## src/rtl/vga_rect_fill.sv

```systemverilog
// vga_rect_fill: rectangle-fill pixel engine with a start/busy/done handshake.
// A command is latched from IDLE, clipped to the screen, then walked in raster
// order with one registered pixel write per clock.
// Optional feature macro: VGA_RECT_OUTLINE_EN (border-only plotting).
module vga_rect_fill #(
  parameter int H_RES   = 320,
  parameter int V_RES   = 240,
  parameter int XW      = 9,
  parameter int YW      = 8,
  parameter int COLOR_W = 3
) (
  input  logic               CLOCK_50,
  input  logic               reset,
  input  logic               start,
  input  logic [XW-1:0]      x0,
  input  logic [YW-1:0]      y0,
  input  logic [XW:0]        w,
  input  logic [YW:0]        h,
  input  logic [COLOR_W-1:0] color,
  input  logic               outline,
  output logic [XW-1:0]      VGA_X,
  output logic [YW-1:0]      VGA_Y,
  output logic [COLOR_W-1:0] VGA_COLOR,
  output logic               plot,
  output logic               busy,
  output logic               done
);

  typedef enum logic [1:0] {S_IDLE, S_DRAW, S_DONE} state_t;

  // Last on-screen column/row, widened so unclipped sums never wrap.
  localparam logic [XW+1:0] H_LAST = (XW+2)'(H_RES - 1);
  localparam logic [YW+1:0] V_LAST = (YW+2)'(V_RES - 1);

  state_t               state_q, state_d;
  logic [XW-1:0]        cx_q, cx_d;
  logic [YW-1:0]        cy_q, cy_d;
  logic [XW-1:0]        x0_q, x0_d;
  logic [YW-1:0]        y0_q, y0_d;
  logic [XW-1:0]        xend_q, xend_d;
  logic [YW-1:0]        yend_q, yend_d;
  logic [COLOR_W-1:0]   col_q, col_d;
  logic [XW-1:0]        vx_q, vx_d;
  logic [YW-1:0]        vy_q, vy_d;
  logic [COLOR_W-1:0]   vc_q, vc_d;
  logic                 plot_q, plot_d;
  logic                 done_q, done_d;

  logic [XW+1:0]        x_sum;
  logic [YW+1:0]        y_sum;
  logic [XW-1:0]        x_end_clip;
  logic [YW-1:0]        y_end_clip;
  logic                 degenerate;
  logic                 accept;
  logic                 pix_vld;
  logic                 pix_plot;

`ifdef VGA_RECT_OUTLINE_EN
  logic                 outl_q, outl_d;
  logic                 on_border;
`else
  logic                 unused_outline;
  assign unused_outline = outline;
`endif

  // Clip the incoming command against the screen and classify empty commands.
  always_comb begin
    x_sum      = {2'b00, x0} + {1'b0, w} - (XW+2)'(1);
    y_sum      = {2'b00, y0} + {1'b0, h} - (YW+2)'(1);
    x_end_clip = (x_sum > H_LAST) ? H_LAST[XW-1:0] : x_sum[XW-1:0];
    y_end_clip = (y_sum > V_LAST) ? V_LAST[YW-1:0] : y_sum[YW-1:0];
    degenerate = (w == '0) || (h == '0) ||
                 ({2'b00, x0} > H_LAST) || ({2'b00, y0} > V_LAST);
    // The done cycle still counts as busy, so start is refused there too.
    accept     = (state_q == S_IDLE) && start && !done_q;
  end

`ifdef VGA_RECT_OUTLINE_EN
  // Border test against the latched rectangle; interior pixels are skipped.
  always_comb begin
    on_border = (cx_q == x0_q) || (cx_q == xend_q) ||
                (cy_q == y0_q) || (cy_q == yend_q);
    pix_plot  = (state_q == S_DRAW) && (!outl_q || on_border);
  end
`else
  // Solid fill: every visited pixel is written.
  always_comb begin
    pix_plot = (state_q == S_DRAW);
  end
`endif

  // Next-state, raster scan counters and registered pixel outputs.
  always_comb begin
    state_d = state_q;
    cx_d    = cx_q;
    cy_d    = cy_q;
    x0_d    = x0_q;
    y0_d    = y0_q;
    xend_d  = xend_q;
    yend_d  = yend_q;
    col_d   = col_q;
`ifdef VGA_RECT_OUTLINE_EN
    outl_d  = outl_q;
`endif
    pix_vld = (state_q == S_DRAW);

    case (state_q)
      S_IDLE: begin
        if (accept) begin
          x0_d   = x0;
          y0_d   = y0;
          xend_d = x_end_clip;
          yend_d = y_end_clip;
          col_d  = color;
`ifdef VGA_RECT_OUTLINE_EN
          outl_d = outline;
`endif
          if (degenerate) begin
            state_d = S_DONE;
          end else begin
            state_d = S_DRAW;
            cx_d    = x0;
            cy_d    = y0;
          end
        end
      end
      S_DRAW: begin
        if (cx_q == xend_q) begin
          cx_d = x0_q;
          if (cy_q == yend_q) begin
            state_d = S_DONE;
          end else begin
            cy_d = cy_q + YW'(1);
          end
        end else begin
          cx_d = cx_q + XW'(1);
        end
      end
      S_DONE: begin
        state_d = S_IDLE;
      end
      default: begin
        state_d = S_IDLE;
      end
    endcase

    // Coordinates follow every scanned pixel and hold otherwise.
    vx_d   = pix_vld ? cx_q  : vx_q;
    vy_d   = pix_vld ? cy_q  : vy_q;
    vc_d   = pix_vld ? col_q : vc_q;
    plot_d = pix_plot;
    done_d = (state_q == S_DONE);
  end

  // State and datapath registers; reset abandons any rectangle in progress.
  always_ff @(posedge CLOCK_50 or posedge reset) begin
    if (reset) begin
      state_q <= S_IDLE;
      cx_q    <= '0;
      cy_q    <= '0;
      x0_q    <= '0;
      y0_q    <= '0;
      xend_q  <= '0;
      yend_q  <= '0;
      col_q   <= '0;
      vx_q    <= '0;
      vy_q    <= '0;
      vc_q    <= '0;
      plot_q  <= 1'b0;
      done_q  <= 1'b0;
`ifdef VGA_RECT_OUTLINE_EN
      outl_q  <= 1'b0;
`endif
    end else begin
      state_q <= state_d;
      cx_q    <= cx_d;
      cy_q    <= cy_d;
      x0_q    <= x0_d;
      y0_q    <= y0_d;
      xend_q  <= xend_d;
      yend_q  <= yend_d;
      col_q   <= col_d;
      vx_q    <= vx_d;
      vy_q    <= vy_d;
      vc_q    <= vc_d;
      plot_q  <= plot_d;
      done_q  <= done_d;
`ifdef VGA_RECT_OUTLINE_EN
      outl_q  <= outl_d;
`endif
    end
  end

  assign VGA_X     = vx_q;
  assign VGA_Y     = vy_q;
  assign VGA_COLOR = vc_q;
  assign plot      = plot_q;
  assign done      = done_q;
  assign busy      = (state_q != S_IDLE) || done_q;

endmodule

```

## config.mk

```make
export PLATFORM = sky130hd
export DESIGN_NAME = vga_rect_fill
export DESIGN_NICKNAME = d
export VERILOG_FILES = /design/src/rtl/vga_rect_fill.sv
export SDC_FILE = /design/constraint.sdc
export NUM_CORES = 1
export LEC_CHECK = 0
export CAP_MARGIN = 20
export CORE_MARGIN = 2
export CORE_UTILIZATION = 40
export CTS_BUF_LIST = sky130_fd_sc_hd__clkbuf_8
export CTS_CLUSTER_SIZE = 16
export DETAILED_ROUTE_END_ITERATION = 10
export GPL_ROUTABILITY_DRIVEN = 1
export SLEW_MARGIN = 20
export SYNTH_ARGS = -nofsm -noshare
export SYNTH_HDL_FRONTEND = slang
export SYNTH_SLANG_ARGS = --single-unit
```

## constraint.sdc

```tcl
create_clock -name CLOCK_50 -period 2 [get_ports CLOCK_50]
set_clock_uncertainty 0.05 [all_clocks]
set_input_delay 0.4 -clock CLOCK_50 [delete_from_list [all_inputs] [get_ports CLOCK_50]]
set_output_delay 0.4 -clock CLOCK_50 [all_outputs]
set_load 0.01 [all_outputs]
```

==> flow_metrics.env <==
export IMPL_status="finished with violations"
export IMPL_violations="setup timing"
export IMPL_final_layout_size_suffix_gt1_share_pct=38.75
export IMPL_max_clock_freq_mhz=418.7
export IMPL_viasPerCell=5.193
export IMPL_dp_slack_ns=-1.316
export IMPL_finalCritPeriodShare_pct=119.4
export IMPL_cts_tree="done"
export IMPL_internal_power_mw=5.136
export IMPL_antenna_found_initial=0
export IMPL_tightest_slew_ns=0.4706
export IMPL_grt_pass1_vias=4686
export IMPL_critPathMaxFanout=5
export IMPL_num_vias=4596
export IMPL_diodes=0
export IMPL_postCtsHoldBufs=0
export IMPL_synth_net_count=638
export IMPL_first_pass_iters=4
export IMPL_worstPathRequired_ns=2.17
export IMPL_areaGrowthSynthToFinish_pct=51.39
export IMPL_clock_root_buffer="clkbuf_8"
export IMPL_async_flop_share_pct=100.0
export IMPL_synth_ff_type="dfrtp_1"
export IMPL_synth_most_common_cell="inv_1"
export IMPL_grt_max_degree=41
export IMPL_cts_clk_slew_worst_paths_ns=0.08
export IMPL_cts_sinks=70
export IMPL_gp_congestion=0.8730
export IMPL_critPathSlowestCell="a2111oi_4"
export IMPL_numCtsBuffers=9
export IMPL_power_switching_mw=3.386
export IMPL_die_h_um=114.7
export IMPL_critPathMaxStageDelay_ns=0.36
export IMPL_grt_first_pass_wirelength_mm=22.47
export IMPL_holdPathStages=3
export IMPL_final_core_util_pct=62.03
export IMPL_row_count=40
export IMPL_synth_common_cells="inv_1, dfrtp_1, nand2_1"
export IMPL_r2r_cells=6
export IMPL_clockBufferDepth=2
export IMPL_final_hold_violation_count=0
export IMPL_post_dp_hpwl_mm=10.24
export IMPL_switching_share_pct=39.73
export IMPL_powerDensity_nw_per_um2=1149
export IMPL_netlist_instances=557
export IMPL_nets=814
export IMPL_start_kind="primary input"
export IMPL_endpoint_kind="flop"
export IMPL_crit_family="buffers and inverters"
export IMPL_grt_use_total_pct=21.68
export IMPL_comb_power_share_pct=54.1
export IMPL_io_pins=66
export IMPL_fin_ws_ns=-0.3881
export IMPL_die_area_um2=13150
export IMPL_leakagePower_nw=3.346
export IMPL_start_util_pct=40.97
export IMPL_ys_seq_area_share_pct=35.74
export IMPL_min_period_ns=2.388
export IMPL_htree_levels=3
export IMPL_peakVddDrop_v=0.0004594
export IMPL_maxCapViolCount=0
export IMPL_num_fill_cells=1048
export IMPL_grt_overflow_total=0
export IMPL_dp_cells=852
export IMPL_rsz0062_at_grt="yes"
export IMPL_synth_edf_count=0
export IMPL_route_detailed_drc=0
export IMPL_setup_violations=26
export IMPL_fp_dieW_um=114.7
export IMPL_yosys_warnings=0
export IMPL_synth_largest_area_cell="dfrtp_1"
export IMPL_slew_violations=0
export IMPL_synth_top_area_share_pct=35.74
export IMPL_drtIter0Drc=287
export IMPL_cp_num_cells=12
export IMPL_hp_class="in2reg"
export IMPL_clk_latency_ns=0.36
export IMPL_hold_ws_ns=0.3037
export IMPL_synth_area_um2=4901
export IMPL_port_buffers=64
export IMPL_wl_per_cell_um=15.41
export IMPL_finalSetupTns_ns=-5.043
export IMPL_critPathBufInv=5
export IMPL_syn_avg_cell_area_um2=8.799
export IMPL_core_um2=11960
export IMPL_pwr_share_seq_pct=30.9
export IMPL_crit_chain="clkdlybuf4s15_2 -> inv_2 -> ha_4 -> inv_2 -> ha_4 -> a211oi_2 -> buf_4 -> nor4b_2 -> and4b_1 -> a2111oi_4 -> buf_6 -> a41oi_2"
export IMPL_reg2reg_slack_ns=-0.08
export IMPL_synth_area_leaders="dfrtp_1, ha_1, inv_1, nand2_1, xnor2_1"
export IMPL_ys_types=76
export IMPL_worst_setup_path_type="in2reg"
export IMPL_routed_wl_mm=13.64
export IMPL_maxSlewHeadroom_pct=68.56
export IMPL_ant_nets=0
export IMPL_final_instance_count_excl_fill=885
export IMPL_clkPwrFrac_pct=15.0
export IMPL_synth_seq_cells=70
export IMPL_critPathArrivalTime_ns=2.56
-- flip-flops by register name, summed over array words and instances (netlist names) --
register   count
x0_q           9
VGA_COLOR      3
cy_q           8
xend_q         9
plot           1
VGA_X          9
state_q        2
done           1
cx_q           9
yend_q         8
col_q          3
VGA_Y          8
-- worst register-to-register path, stage by stage (launching register included) --
cell and delay, ns:
dfrtp_1 0.40, or4b_4 0.58, buf_4 0.17, nor2_1 0.18, a31oi_4 0.13, a21oi_4 0.28, a32o_1 0.22
-- placed cells by master, fill, tap and decap left out, drive strengths merged, types with 10 or more instances in the layout --
cell / instances
mux2i: 12
buf: 128
o21ai: 38
inv: 85
xnor2: 21
dlygate4sd2: 17
nor2: 40
dfrtp: 70
nand2: 67
o211ai: 10
xor2: 11
clkdlybuf4s50: 28
clkbuf: 12
nand3: 15
ha: 36
a21oi: 17
nor3: 11
a31oi: 11
-- repair_timing --
item                       in CTS  in global routing
cloned                          2                  0
gates resized for setup       184                 32
setup endpoints to repair      33                 34
pin swaps                      46                 33
buffers inserted               14                  2
-- power groups by stage --
stage / logic [mW] / registers [mW] / clock network (mW)
final: 4.61 / 2.63 / 1.28
after global routing: 5.09 / 2.72 / 1.37
after CTS: 4.39 / 2.62 / 1.31
after detailed placement: 4.08 / 2.64 / 0
after global placement: 3.98 / 2.62 / 0
after floorplan: 2.44 / 2.65 / 0
-- cell families (layout without fill, tap and decap cells) --
kind of cell	after synthesis	after routing	synth area share [%]
buf+inv	102	282	8.093
mux	14	14	2.910
flops	70	70	35.74
simple gates	175	176	17.79
xor+xnor	32	32	5.719
compound gates	126	126	19.73
fa+ha+maj	38	38	10.01
-- layout make-up --
class / count / area (µm²) / area share (%)
Multi-Input combinational cell: 386 / 3382 / 45.58
Sequential cell: 70 / 1752 / 23.61
Timing Repair Buffer: 180 / 1518 / 20.46
Inverter: 86 / 361.6 / 4.874
Tap cell: 147 / 183.9 / 2.479
Clock buffer: 10 / 137.6 / 1.855
Clock inverter: 6 / 85.08 / 1.147
-- stage by stage --
stage	cell area, µm²	power, mW
CTS	7273	8.326
finish	7420	8.522
detailed placement	6576	6.728
global route	7420	9.183
global placement	6576	6.600
floorplan	5050	5.092
-- path summary, 6_finish.rpt --
check                            from            to
min reg2reg                  col_q[2]  VGA_COLOR[2]
max                              w[3]     xend_q[3]
min                             x0[0]       x0_q[0]
max reg2reg                state_q[0]     yend_q[4]
min in group asynchronous       reset       x0_q[8]
max in group asynchronous       reset       cy_q[1]
-- per-layer routing --
metal	GRT usage (%)	vias to the layer above	share of wire, %
li1	-	2281	-
met1	28.84	2204	46
met2	36.29	94	48
met3	2.965	17	4.0
met4	7.550	0	1.9
met5	0	-	0
(Power assumes the default switching activity.)
